File: config.mk
export PLATFORM = sky130hd
export DESIGN_NAME = apu_i2s_tx
export DESIGN_NICKNAME = d
export VERILOG_FILES = /design/src/rtl/apu_i2s_tx.sv
export SDC_FILE = /design/constraint.sdc
export NUM_CORES = 1
export LEC_CHECK = 0
export ABC_AREA = 1
export CAP_MARGIN = 5
export CORE_MARGIN = 4
export CORE_UTILIZATION = 50
export CTS_CLUSTER_SIZE = 14
export DETAILED_ROUTE_END_ITERATION = 16
export PLACE_DENSITY = 0.7
export SYNTH_ARGS = -nofsm -noshare
export SYNTH_HDL_FRONTEND = slang
export SYNTH_SLANG_ARGS = --single-unit
export TNS_END_PERCENT = 20
File: constraint.sdc
create_clock -name clk_i -period 3.94 [get_ports clk_i]
set_input_delay 0.788 -clock clk_i [delete_from_list [all_inputs] [get_ports clk_i]]
set_output_delay 0.788 -clock clk_i [all_outputs]
set_load 0.005 [all_outputs]
File: src/rtl/apu_i2s_tx.sv
// apu_i2s_tx: serializes one 16-bit mono sample per frame as an I2S stereo word
// (same value on left and right), with BCLK derived from clk_i by BCLK_DIV.
module apu_i2s_tx #(
   parameter int BCLK_DIV    = 4,
   parameter bit UNSIGNED_IN = 1
) (
   input  logic        clk_i,
   input  logic        rst_i,
   input  logic [15:0] sample_i,
   input  logic        enable_i,
   output logic        bclk_o,
   output logic        lrclk_o,
   output logic        sdata_o,
   output logic        frame_o,
   output logic        busy_o
);
   typedef enum logic [1:0] {IDLE, RUN, DRAIN} state_t;
   localparam logic [7:0] DIV_LAST = 8'(BCLK_DIV - 1);
   state_t      state_q, state_d;
   logic [7:0]  div_q, div_d;
   logic [4:0]  bit_q, bit_d;
   logic [31:0] sh_q, sh_d;
   logic        bclk_q, bclk_d, lr_q, lr_d, sd_q, sd_d, fr_q, fr_d;
   logic        tick, fall, wrap, go_idle;
   logic [15:0] s;
   assign s       = UNSIGNED_IN ? {~sample_i[15], sample_i[14:0]} : sample_i;
   assign tick    = div_q == DIV_LAST;
   assign fall    = tick && bclk_q;
   assign wrap    = fall && bit_q == 5'd31;
   // A drain ends on the edge that would start the next frame, unless re-enabled.
   assign go_idle = wrap && state_q == DRAIN && !enable_i;
   always_comb begin
      state_d = state_q;
      div_d   = div_q;
      bit_d   = bit_q;
      sh_d    = sh_q;
      bclk_d  = bclk_q;
      lr_d    = lr_q;
      sd_d    = sd_q;
      fr_d    = 1'b0;
      if (state_q == IDLE) begin
         state_d = enable_i ? RUN : IDLE;
      end else if (go_idle) begin
         state_d = IDLE;
         div_d   = 8'd0;
         bit_d   = 5'd31;
         sh_d    = 32'd0;
         bclk_d  = 1'b0;
         lr_d    = 1'b0;
         sd_d    = 1'b0;
      end else begin
         state_d = enable_i ? RUN : DRAIN;
         div_d   = tick ? 8'd0 : div_q + 8'd1;
         bclk_d  = bclk_q ^ tick;
         if (fall) begin
            bit_d = bit_q + 5'd1;
            lr_d  = bit_d >= 5'd15 && bit_d <= 5'd30;
            sh_d  = wrap ? {s, s} : {sh_q[30:0], 1'b0};
            sd_d  = wrap ? s[15] : sh_q[30];
            fr_d  = wrap;
         end
      end
   end
   always_ff @(posedge clk_i) begin
      if (rst_i) begin
         state_q <= IDLE;
         div_q   <= 8'd0;
         bit_q   <= 5'd31;
         sh_q    <= 32'd0;
         bclk_q  <= 1'b0;
         lr_q    <= 1'b0;
         sd_q    <= 1'b0;
         fr_q    <= 1'b0;
      end else begin
         state_q <= state_d;
         div_q   <= div_d;
         bit_q   <= bit_d;
         sh_q    <= sh_d;
         bclk_q  <= bclk_d;
         lr_q    <= lr_d;
         sd_q    <= sd_d;
         fr_q    <= fr_d;
      end
   end
   assign bclk_o  = bclk_q;
   assign lrclk_o = lr_q;
   assign sdata_o = sd_q;
   assign frame_o = fr_q;
   assign busy_o  = state_q != IDLE;
endmodule

After elaboration in Yosys (flattened, before gate mapping)
Cells that the tools add are included.

storage, ports and cells
  bits in registers = 50
  latch bits = 0
  memory bits (writable) = 0
  bits in read-only memories = 0
  bits of input ports = 19
  output and inout port bits = 5
  logic and storage cells = 47
  memories kept = 0

cells by class
  add/subtract/negate cells = 2
  multiply operators = 0
  div/mod/pow operators = 0
  $lt $le $gt $ge = 2
  equality and inequality tests = 3
  shifts and indexed selects = 0
  muxes and demuxes = 17
  bitwise gates (word level) = 4
  reduce and logical (&&, ||, !) cells = 11

operators with widths
  kind                   count
  $mux W31               3
  $mux W8                2
  $mux W5                2
  $add A8 B1 Y8 const B  1
  $eq A8 B2 Y1 const B   1
  $mux W1                7
  $mux W2                3
  $add A5 B1 Y5 const B  1
  $eq A5 B5 Y1 const B   1
  $ge A5 B4 Y1 const B   1
  $le A5 B5 Y1 const B   1
  $logic_and A1 B1 Y1    5
  $reduce_bool A2 Y1     2
  $reduce_or A4 Y1       1
  $not A1 Y1             3
  $eq A2 B2 Y1 const B   1
  $logic_not A2 Y1       1
  $reduce_and A2 Y1      1
  $logic_not A1 Y1       1
  $xor A1 B1 Y1          1

Longest topological paths before layout
Gate-level depths: netlist of run 1.

  depth after elaboration = 7
  depth in mapped cells = 13
  gate-level depth less buffers = 12

Worst setup path before layout of run 1
Ideal clock, no wire load.

  path type = reg-to-reg
  start = register div_q[0]
  end = register sh_q[10]
  library setup time = 0.132 ns
  arrival = 1.633 ns
  data required time = 3.808 ns
  setup slack = 2.175 ns
  cell stages (with the launch flop) = 13
  path buffers = 1
  period minus slack after synthesis = 1.765 ns
  path through = dfxtp_1 ha_1 nand3_1 nor2_1 ha_1 nand2_1 inv_2 nand3_2 nand2_2 inv_2 buf_6 nand2_1 a21oi_1

between the ends
  longest elaborated chain between the ends = 7
  elaborated cells on any way between the ends = 10
  classes of those cells = eq/ne: 1; mux: 3; reduce/logical: 6

RTL lines
  what                               line  RTL
  start: declaration                 20    logic [7:0] div_q, div_d;
  start signal: assignment           76    div_q <= div_d;
  $eq A8 B2 Y1 *                     27    assign tick = div_q == DIV_LAST;
  $logic_and A1 B1 Y1 *              28    assign fall = tick && bclk_q;
  $logic_and A1 B1 Y1                29    assign wrap = fall && bit_q == 5'd31;
  $logic_and A1 B1 Y1 (2 in series)  31    assign go_idle = wrap && state_q == DRAIN && !enable_i;
  $reduce_bool A2 Y1 (no line)       n/a
  $reduce_and A2 Y1 (no line)        n/a
  end signal: assignment             69    sh_q <= 32'd0;
  end signal: assignment             78    sh_q <= sh_d;
  end: declaration                   22    logic [31:0] sh_q, sh_d;

Every way passes the cells marked *; elsewhere a longest branch is shown, timed or not. The select of a mux whose other input is x is not followed.
A chain may end at the register's enable or synchronous reset.

Worst setup path in the final report of run 1
  start = register div_q[0]
  end = register sh_q[28]

The elaborated chain is that of the path after synthesis.

==> flow_summary.ini, run 1 <==
[timing]
worst_slack_ns = 1.37
worstMarginPinSlew_ns = 0.582
hold_viol_final = 0
fmax_mhz = 389
min_period_over_period = 0.652
min_period_ns = 2.57
finalSetupViolCount = 0
slew_headroom = 0.611
hold_ws_ns = 0.469
drv_slew = 0
finalSetupTns_ns = 0
rsz0062_at_grt = no
fin_worst_skew_ns = 0.0138

[worst_setup_path]
crit_path_max_incr_delay_ns = 0.38
ff2ff_path_depth = 12
critPathTopFamily = simple AND/OR/NAND/NOR gates
start_kind = register
arrival_ns = 2.73
worst-r2r-setup-slack_ns = 1.37
critPathCapture = sh_q[28]$_SDFFE_PP0P_
crit_fanout = 31
crit_start = div_q[0]$_SDFFE_PP0N_
r2r_start = div_q[0]$_SDFFE_PP0N_
path_cells = ha_1, nand3_1, nor2_1, ha_1, nand2_1, buf_4, inv_2, nand3_2, nand2_2, inv_2, nand2_1, a21oi_1
required_ns = 4.11
cp_num_buf_inv = 3
cp_slowest_cell = dfxtp_1
timing.rr.end = sh_q[28]$_SDFFE_PP0P_
worstSetupPathDepth = 12
critPathKind = register to register
end_kind = register

[placement]
place_ws_ns = 1.40
routabilityCongestion = 0.829
post_dp_cell_area_um2 = 2580
hpwl_um = 3260
numPortBuffers = 23

[grt]
overflow = 0
use_met2 = 0.291
grt.busiest_layer = met2
track_usage = 0.173
use_met1 = 0.221
grt_pass1_vias = 2010
grt_pass1_wl_um = 8650
grt_max_degree = 38
use_met3 = 0.0422
antenna_found_initial = 0

[synthesis]
syn_area_per_cell_um2 = 6.61
synth_cell_type_count = 25
syn_inst = 358
yosys_warnings = 0
synth_fp_nets = 383
seq_area_frac_synth = 0.423
netlist_area_um2 = 2370
ys_seq_elements = 50

[job]
maxCapViolCount = 0

[drt]
drt-pass1-iter-count = 4
drc = 0
vias = 2165
ant_nets = 0
avgRoutedWirePerCell_um = 11.4
via_per_inst = 5.06
first_iter_violations = 123
routed_wl_um = 4890

[cts]
cts_hold_buf = 0
cts_resized = 0
clockBufferDepth = 2
cts_tree = done
cts-root-buf = clkbuf_8
htreeDepth = 2
cts.sinks = 50
post_cts_buffers = 0
cts_buffers = 5
path_clk_slew_ns = 0.09
clk_latency_ns = 0.30

[floorplanning]
die_h_um = 76.8
die-area_um2 = 5900
fp.coreArea_um2 = 4470
core.rowCount = 24
start_util = 0.529
io_pins = 24
die_w_um = 76.8

[cells_and_area]
final_util = 0.601
diodes = 0
drive_gt1_frac = 0.0532
postLayoutCellArea_um2 = 2690
n_fill_cell = 456
nNetsFinal = 400
syn_to_final_growth_pct = 13.6

[power]
ir_worst_vdd_v = 0.000228
p_leak_nw = 1.19
power_density_nw_per_um2 = 328

[run_status]
status = finished, final reports clean

[min_path]
holdCritStartpoint = lrclk_o$_SDFFE_PP0P_
hold_class = register to register
==> synth_stat cells, drive strengths merged <==
cell type / n / area share
nand3: 12 / 0.027
clkbuf: 4 / 0.0063
or2: 2 / 0.0053
o22ai: 2 / 0.0053
nand2: 180 / 0.29
o21a: 1 / 0.0032
o21ai: 7 / 0.015
buf: 11 / 0.033
ha: 6 / 0.032
nor3: 1 / 0.0021
o211ai: 1 / 0.0032
nor2: 17 / 0.034
inv: 22 / 0.035
dfxtp: 50 / 0.42
a21oi: 41 / 0.087
nand4: 1 / 0.0026
==> flip-flops by register name, indices dropped and copies added, names as in the netlist <==
register	count
lrclk_o	1
frame_o	1
bit_q	5
state_q	2
bclk_o	1
div_q	8
sh_q	31
sdata_o	1
==> power by group <==
part	internal, W	total [W]	switching, W
registers	0.000507	0.000510	0.00000244
logic	0.0000220	0.0000422	0.0000202
clock network	0.000161	0.000330	0.000169
==> worst min-delay path by stage <==
stage / end / slack, ns / cells after the start
after floorplan: sh_q[14]$_SDFFE_PP0P_ / 0.44 / 2
after global placement: sh_q[30]$_SDFFE_PP0P_ / 0.45 / 2
after detailed placement: sh_q[21]$_SDFFE_PP0P_ / 0.46 / 2
after CTS: sh_q[21]$_SDFFE_PP0P_ / 0.47 / 2
after global routing: sdata_o$_SDFFE_PP0P_ / 0.49 / 2
final: lrclk_o$_SDFFE_PP0P_ / 0.47 / 2
==> layout by cell type, fill, tap and decap left out, drive strengths merged <==
cell and n:
buf 2, clkinv 1, nand4 1, o21a 1, nor3 1, o21ai 7
nand3 12, inv 22, clkbuf 7, nor2 17, a21oi 41, nand2 180
or2 2, dfxtp 50, ha 6, clkdlybuf4s50 23, o211ai 1, o22ai 2
==> metrics by stage <==
stage	total power [W]	cells
CTS	0.000890	428
global route	0.000918	428
detailed placement	0.000564	420
global placement	0.000564	420
finish	0.000882	428
floorplan	0.000539	358
==> per-layer routing <==
| metal | share of wire | vias to the layer above |
|---|---|---|
| met5 | 0 | - |
| met4 | 0.011 | 0 |
| met3 | 0.046 | 8 |
| met2 | 0.45 | 45 |
| met1 | 0.50 | 956 |
| li1 | - | 1156 |
==> cell families (layout without fill, tap and decap cells) <==
kind of cell,count (synthesis),in the layout,share of synthesized area
adders and majority gates,6,6,0.0317
DFF,50,50,0.423
buffers and inverters,37,55,0.0740
and+or+nand+nor,213,213,0.358
AOI/OAI and AO/OA,52,52,0.113
==> final cells by class <==
cell class | instances | area (um^2) | share of cell area
flip-flops and latches | 50 | 1000 | 0.372
inverters | 22 | 82.6 | 0.0307
clock buffers | 7 | 96.3 | 0.0358
well taps | 52 | 65.1 | 0.0242
multi-input cells | 271 | 1190 | 0.443
repair buffers | 25 | 245 | 0.0912
clock inverters | 1 | 8.76 | 0.00326
==> worst reg2reg max path: stages (launching register included) <==
cell and delay [ns]:
dfxtp_1 0.38, ha_1 0.21, nand3_1 0.09, nor2_1 0.20
ha_1 0.21, nand2_1 0.06, buf_4 0.22, inv_2 0.31
nand3_2 0.18, nand2_2 0.16, inv_2 0.22, nand2_1 0.14
a21oi_1 0.07
Note: power is estimated with default switching activity, not from simulation.
==> run 2, diff against run 1 <==
--- a/config.mk
+++ b/config.mk
@@ -11,7 +11,7 @@
 export CORE_UTILIZATION = 50
 export CTS_CLUSTER_SIZE = 14
 export DETAILED_ROUTE_END_ITERATION = 16
-export PLACE_DENSITY = 0.7
+export PLACE_DENSITY = 0.72
 export SYNTH_ARGS = -nofsm -noshare
 export SYNTH_HDL_FRONTEND = slang
 export SYNTH_SLANG_ARGS = --single-unit
==> constraint.sdc (replaced) <==
create_clock -name clk_i -period 2.18 [get_ports clk_i]
set_input_delay 0.436 -clock clk_i [delete_from_list [all_inputs] [get_ports clk_i]]
set_output_delay 0.436 -clock clk_i [all_outputs]
set_load 0.005 [all_outputs]
==> run 2 against run 1 <==
Global-route usage shrank 0.80 points. Clock power grew 140%. Via count shrank 0.60%. First-iteration DRC count grew 54%. Utilization grew 2.2 points. Final area grew 3.6%. Count of clock-buffer cells in the layout shrank 1. Routed wire length shrank 2.0%. Hold slack lost 0.0033 ns. Largest power group unchanged.
==> flow_summary.ini, run 2 (same netlist as run 1, synthesis figures left out) <==
[floorplanning]
die-area_um2 = 5900
die_h_um = 76.8
fp.coreArea_um2 = 4470
start_util = 0.529
core.rowCount = 24
die_w_um = 76.8
io_pins = 24

[cts]
path_clk_slew_ns = 0.09
cts_hold_buf = 0
cts.sinks = 50
clk_latency_ns = 0.30
cts_tree = done
cts_resized = 0
htreeDepth = 2
cts-root-buf = clkbuf_8
cts_buffers = 5
post_cts_buffers = 0
clockBufferDepth = 2

[placement]
post-place-cells = 426
routabilityCongestion = 0.859
hpwl_um = 3200
numPortBuffers = 23

[min_path]
holdCritStartpoint = sh_q[14]$_SDFFE_PP0P_
hold_path_end = sh_q[14]$_SDFFE_PP0P_
hold_path_depth = 2
hold_class = register to register

[worst_setup_path]
ff2ff_path_depth = 12
start_kind = register
cp_slowest_cell = dfxtp_1
crit_fanout = 28
worst-r2r-setup-slack_ns = 0.27
cp_num_buf_inv = 3
end_kind = register
arrival_ns = 2.09
timing.rr.end = sh_q[4]$_SDFFE_PP0P_
required_ns = 2.36
r2r_start = bit_q[1]$_SDFFE_PP1P_
critPathTopFamily = simple AND/OR/NAND/NOR gates
crit_path_max_incr_delay_ns = 0.44
path_cells = ha_1, nand2_1, nor2_1, ha_1, nand2_1, inv_2, nand3_2, nand2_2, inv_2, buf_12, nand2_1, a21oi_1
critPathKind = register to register
critPathMostFrequentCell = nand2_1

[cells_and_area]
largest_register = sh_q
drive_gt1_frac = 0.0707
layout_commonest_cell = nand2_1
diodes = 0
n_fill_cell = 439
syn_to_final_growth_pct = 17.8
final_util = 0.623
instances_no_fill = 434
final_cell_mix = 179 x nand2_1, 50 x dfxtp_1, 41 x a21oi_1
largest_reg_flops = 31
reg.largest.list = sh_q (31), div_q (8), bit_q (5)
nNetsFinal = 406

[grt]
overflow = 0
grt_max_degree = 35
antenna_found_initial = 0
track_usage = 0.166
grt_pass1_vias = 1864
grt_pass1_wl_um = 8260

[power]
p_leak_nw = 1.24
intPower_w = 0.00145
ir_worst_vdd_v = 0.000434
power.total_w = 0.00179
power.share.switching = 0.189
power_frac_comb = 0.046
seqPwrFrac = 0.515
power.share.clock = 0.439
p_switching_w = 0.000337
power_density_nw_per_um2 = 641

[drt]
avgRoutedWirePerCell_um = 11.0
routed_wl_um = 4790
drc = 0
ant_nets = 0
vias = 2152
first_iter_violations = 189
drt-pass1-iter-count = 4
via_per_inst = 4.96

[timing]
min_period_ns = 1.91
hold_viol_final = 0
rsz0062_at_grt = no
min_period_over_period = 0.877
slew_headroom = 0.625
fmax_mhz = 523
finalSetupTns_ns = 0
drv_slew = 0
fin_worst_skew_ns = 0.00741
worstMarginPinSlew_ns = 0.562
finalSetupViolCount = 0

[run_status]
status = finished, final reports clean

[job]
maxCapViolCount = 0
run 2: area by class of cell:
cell class              count  area [um^2]  share of cell area
inverters                  22         82.6              0.0296
well taps                  52         65.1              0.0233
repair buffers             31          303               0.109
multi-input cells         271         1190               0.428
flip-flops and latches     50         1000               0.359
clock inverters             2         60.1              0.0215
clock buffers               6         82.6              0.0296
run 2: power by group through the flow:
stage | logic [W] | registers (W) | clock network [W]
final | 0.0000817 | 0.000921 | 0.000784
after global routing | 0.0000889 | 0.000922 | 0.000836
after CTS | 0.0000817 | 0.000921 | 0.000804
after detailed placement | 0.0000812 | 0.000943 | 0
after global placement | 0.0000814 | 0.000943 | 0
after floorplan | 0.0000322 | 0.000942 | 0
run 2: worst reg2reg max path, stage by stage, from the launching register on:
cell	delay (ns)
dfxtp_1	0.44
ha_1	0.21
nand2_1	0.07
nor2_1	0.11
ha_1	0.19
nand2_1	0.09
inv_2	0.07
nand3_2	0.11
nand2_2	0.14
inv_2	0.08
buf_12	0.16
nand2_1	0.08
a21oi_1	0.05
run 2: worst max-delay path by stage:
| stage | from | to | slack, ns | depth (start not counted) |
|---|---|---|---|---|
| after floorplan | div_q[0]$_SDFFE_PP0N_ | sh_q[10]$_SDFFE_PP0P_ | 0.42 | 12 |
| after global placement | bit_q[1]$_SDFFE_PP1P_ | sh_q[26]$_SDFFE_PP0P_ | 0.29 | 12 |
| after detailed placement | div_q[0]$_SDFFE_PP0N_ | sh_q[25]$_SDFFE_PP0P_ | 0.25 | 11 |
| after CTS | div_q[0]$_SDFFE_PP0N_ | sh_q[17]$_SDFFE_PP0P_ | 0.23 | 11 |
| after global routing | div_q[0]$_SDFFE_PP0N_ | sh_q[25]$_SDFFE_PP0P_ | 0.004 | 11 |
| final | bit_q[1]$_SDFFE_PP1P_ | sh_q[4]$_SDFFE_PP0P_ | 0.27 | 12 |
run 2: routing by layer:
metal	GRT usage	wire, um
met5	0	0
met3	0.0340	185
met4	0.0435	34
met2	0.253	2090
met1	0.236	2480
run 2: stage by stage:
step	instance area (um^2)	hold slack, ns	worst slack, ns
finish	2790	0.465	0.269
global route	2790	0.481	0.00432
CTS	2790	0.466	0.232
detailed placement	2640	0.452	0.255
global placement	2640	0.449	0.287
floorplan	2370	0.439	0.415
==> run 3, diff against run 2 <==
--- a/config.mk
+++ b/config.mk
@@ -7,6 +7,7 @@
 export LEC_CHECK = 0
 export ABC_AREA = 1
 export CAP_MARGIN = 5
+export CORE_ASPECT_RATIO = 0.5
 export CORE_MARGIN = 4
 export CORE_UTILIZATION = 50
 export CTS_CLUSTER_SIZE = 14
==> run 3 against run 2 <==
Final area is 1.3% lower. Clock skew is 0.0017 ns lower. Die area is 1.1% higher. Non-clock buffer count is 3 lower. Count of clock-buffer cells in the layout is 1 lower. Sequential cell count stayed put. Power is 7.4% lower. Critical path type unchanged. Critical endpoint is now sh_q[24]$_SDFFE_PP0P_. Highest routed layer unchanged.
==> flow_summary.ini, run 3 (same netlist as run 1, synthesis figures left out) <==
[timing]
min_period_over_period = 0.908
fmax_mhz = 505
fin_worst_skew_ns = 0.00568
drv_slew = 0
finalSetupTns_ns = 0
min_period_ns = 1.98
rsz0062_at_grt = no
finalSetupViolCount = 0
slew_headroom = 0.620
worstMarginPinSlew_ns = 0.569
hold_viol_final = 0

[worst_setup_path]
ff2ff_path_depth = 11
path_cells = ha_1, nand3_1, nor2_1, ha_1, inv_1, nor2_4, nand2_2, inv_2, buf_12, nand2_1, a21oi_1
critPathKind = register to register
critPathTopFamily = simple AND/OR/NAND/NOR gates
cp_slowest_cell = dfxtp_1
timing.rr.end = sh_q[24]$_SDFFE_PP0P_
end_kind = register
crit_path_max_incr_delay_ns = 0.39
worst-r2r-setup-slack_ns = 0.20
arrival_ns = 2.21
start_kind = register
required_ns = 2.41
crit_fanout = 29
r2r_start = div_q[0]$_SDFFE_PP0N_
cp_num_buf_inv = 3
critPathMostFrequentCell = ha_1

[min_path]
hold_path_end = sh_q[13]$_SDFFE_PP0P_
holdCritStartpoint = sh_q[13]$_SDFFE_PP0P_
hold_path_depth = 2
hold_class = register to register

[cts]
post_cts_buffers = 0
cts_resized = 0
cts.sinks = 50
cts-root-buf = clkbuf_8
clockBufferDepth = 2
clk_latency_ns = 0.30
path_clk_slew_ns = 0.09
htreeDepth = 2
cts_tree = done
cts_buffers = 5
cts_hold_buf = 0

[floorplanning]
io_pins = 24
fp.coreArea_um2 = 4490
core.rowCount = 17
die_h_um = 56.7
die-area_um2 = 5970
die_w_um = 105
start_util = 0.527

[cells_and_area]
final_cell_mix = 179 x nand2_1, 50 x dfxtp_1, 41 x a21oi_1
largest_reg_flops = 31
largest_register = sh_q
drive_gt1_frac = 0.0607
reg.largest.list = sh_q (31), div_q (8), bit_q (5)
layout_commonest_cell = nand2_1
diodes = 0
syn_to_final_growth_pct = 16.2
nNetsFinal = 403

[drt]
ant_nets = 0
routed_wl_um = 5050
wl_met2_um = 2410
vias = 2171
wl_met3_um = 250
first_iter_violations = 83
drt-pass1-iter-count = 4
topRoutingLayerUsed = met4
via_per_inst = 4.88
wl_met1_um = 2350
avgRoutedWirePerCell_um = 11.3
drc = 0

[run_status]
status = finished, final reports clean

[placement]
routabilityCongestion = 0.805
hpwl_um = 3380
numPortBuffers = 23

[grt]
antenna_found_initial = 0
grt_pass1_wl_um = 8780
overflow = 0
grt_pass1_vias = 2003
grt_max_degree = 37
track_usage = 0.179

[power]
power_density_nw_per_um2 = 602
power.total_w = 0.00165
p_leak_nw = 1.21
ir_worst_vdd_v = 0.000328

[job]
maxCapViolCount = 0
run 3: worst register-to-register path, delay by kind of cell (launching register included):
family / cells / cell delay (ns)
AO/OA/AOI/OAI: 1 / 0.13
adder cells (fa/ha/maj): 2 / 0.40
buffers and inverters: 3 / 0.35
flip-flops: 1 / 0.39
AND/OR/NAND/NOR: 5 / 0.64
run 3: worst max-delay path by stage:
stage	depth (start not counted)	end	from	slack, ns
6_report	11	sh_q[24]$_SDFFE_PP0P_	div_q[0]$_SDFFE_PP0N_	0.20
5_1_grt	11	sh_q[26]$_SDFFE_PP0P_	div_q[0]$_SDFFE_PP0N_	0.004
4_1_cts	3	busy_o	state_q[0]$_SDFF_PP0_	0.19
3_5_place_dp	11	sh_q[30]$_SDFFE_PP0P_	div_q[0]$_SDFFE_PP0N_	0.24
3_3_place_gp	10	sdata_o$_SDFFE_PP0P_	bit_q[1]$_SDFFE_PP1P_	0.32
2_1_floorplan	12	sh_q[10]$_SDFFE_PP0P_	div_q[0]$_SDFFE_PP0N_	0.42
run 3: cell type report:
cell class	count	area, um^2
inverters	22	82.6
clock buffers	5	68.8
clock inverters	3	43.8
multi-input cells	271	1190
flip-flops and latches	50	1000
fillers	424	1740
well taps	66	82.6
repair buffers	28	280
run 3: layer usage:
| layer | global-route usage | vias to the layer above |
|---|---|---|
| li1 | - | 1160 |
| met1 | 0.231 | 971 |
| met2 | 0.304 | 35 |
| met3 | 0.0436 | 5 |
| met4 | 0.0449 | 0 |
| met5 | 0 | - |
run 3: where the power goes:
| part | internal (W) | switching [W] |
|---|---|---|
| combinational | 0.0000399 | 0.0000373 |
| sequential | 0.000917 | 0.00000439 |
| clock | 0.000344 | 0.000312 |
| total | 0.00130 | 0.000354 |
run 3: metrics by stage:
step	util	worst slack [ns]	std cells	instance area (um^2)	hold slack, ns
floorplan	-	0.415	358	2370	0.439
global placement	0.588	0.317	437	2640	0.449
detailed placement	0.588	0.235	437	2640	0.456
CTS	0.613	0.193	445	2750	0.470
global route	0.613	0.00410	445	2750	0.489
finish	0.613	0.200	445	2750	0.468
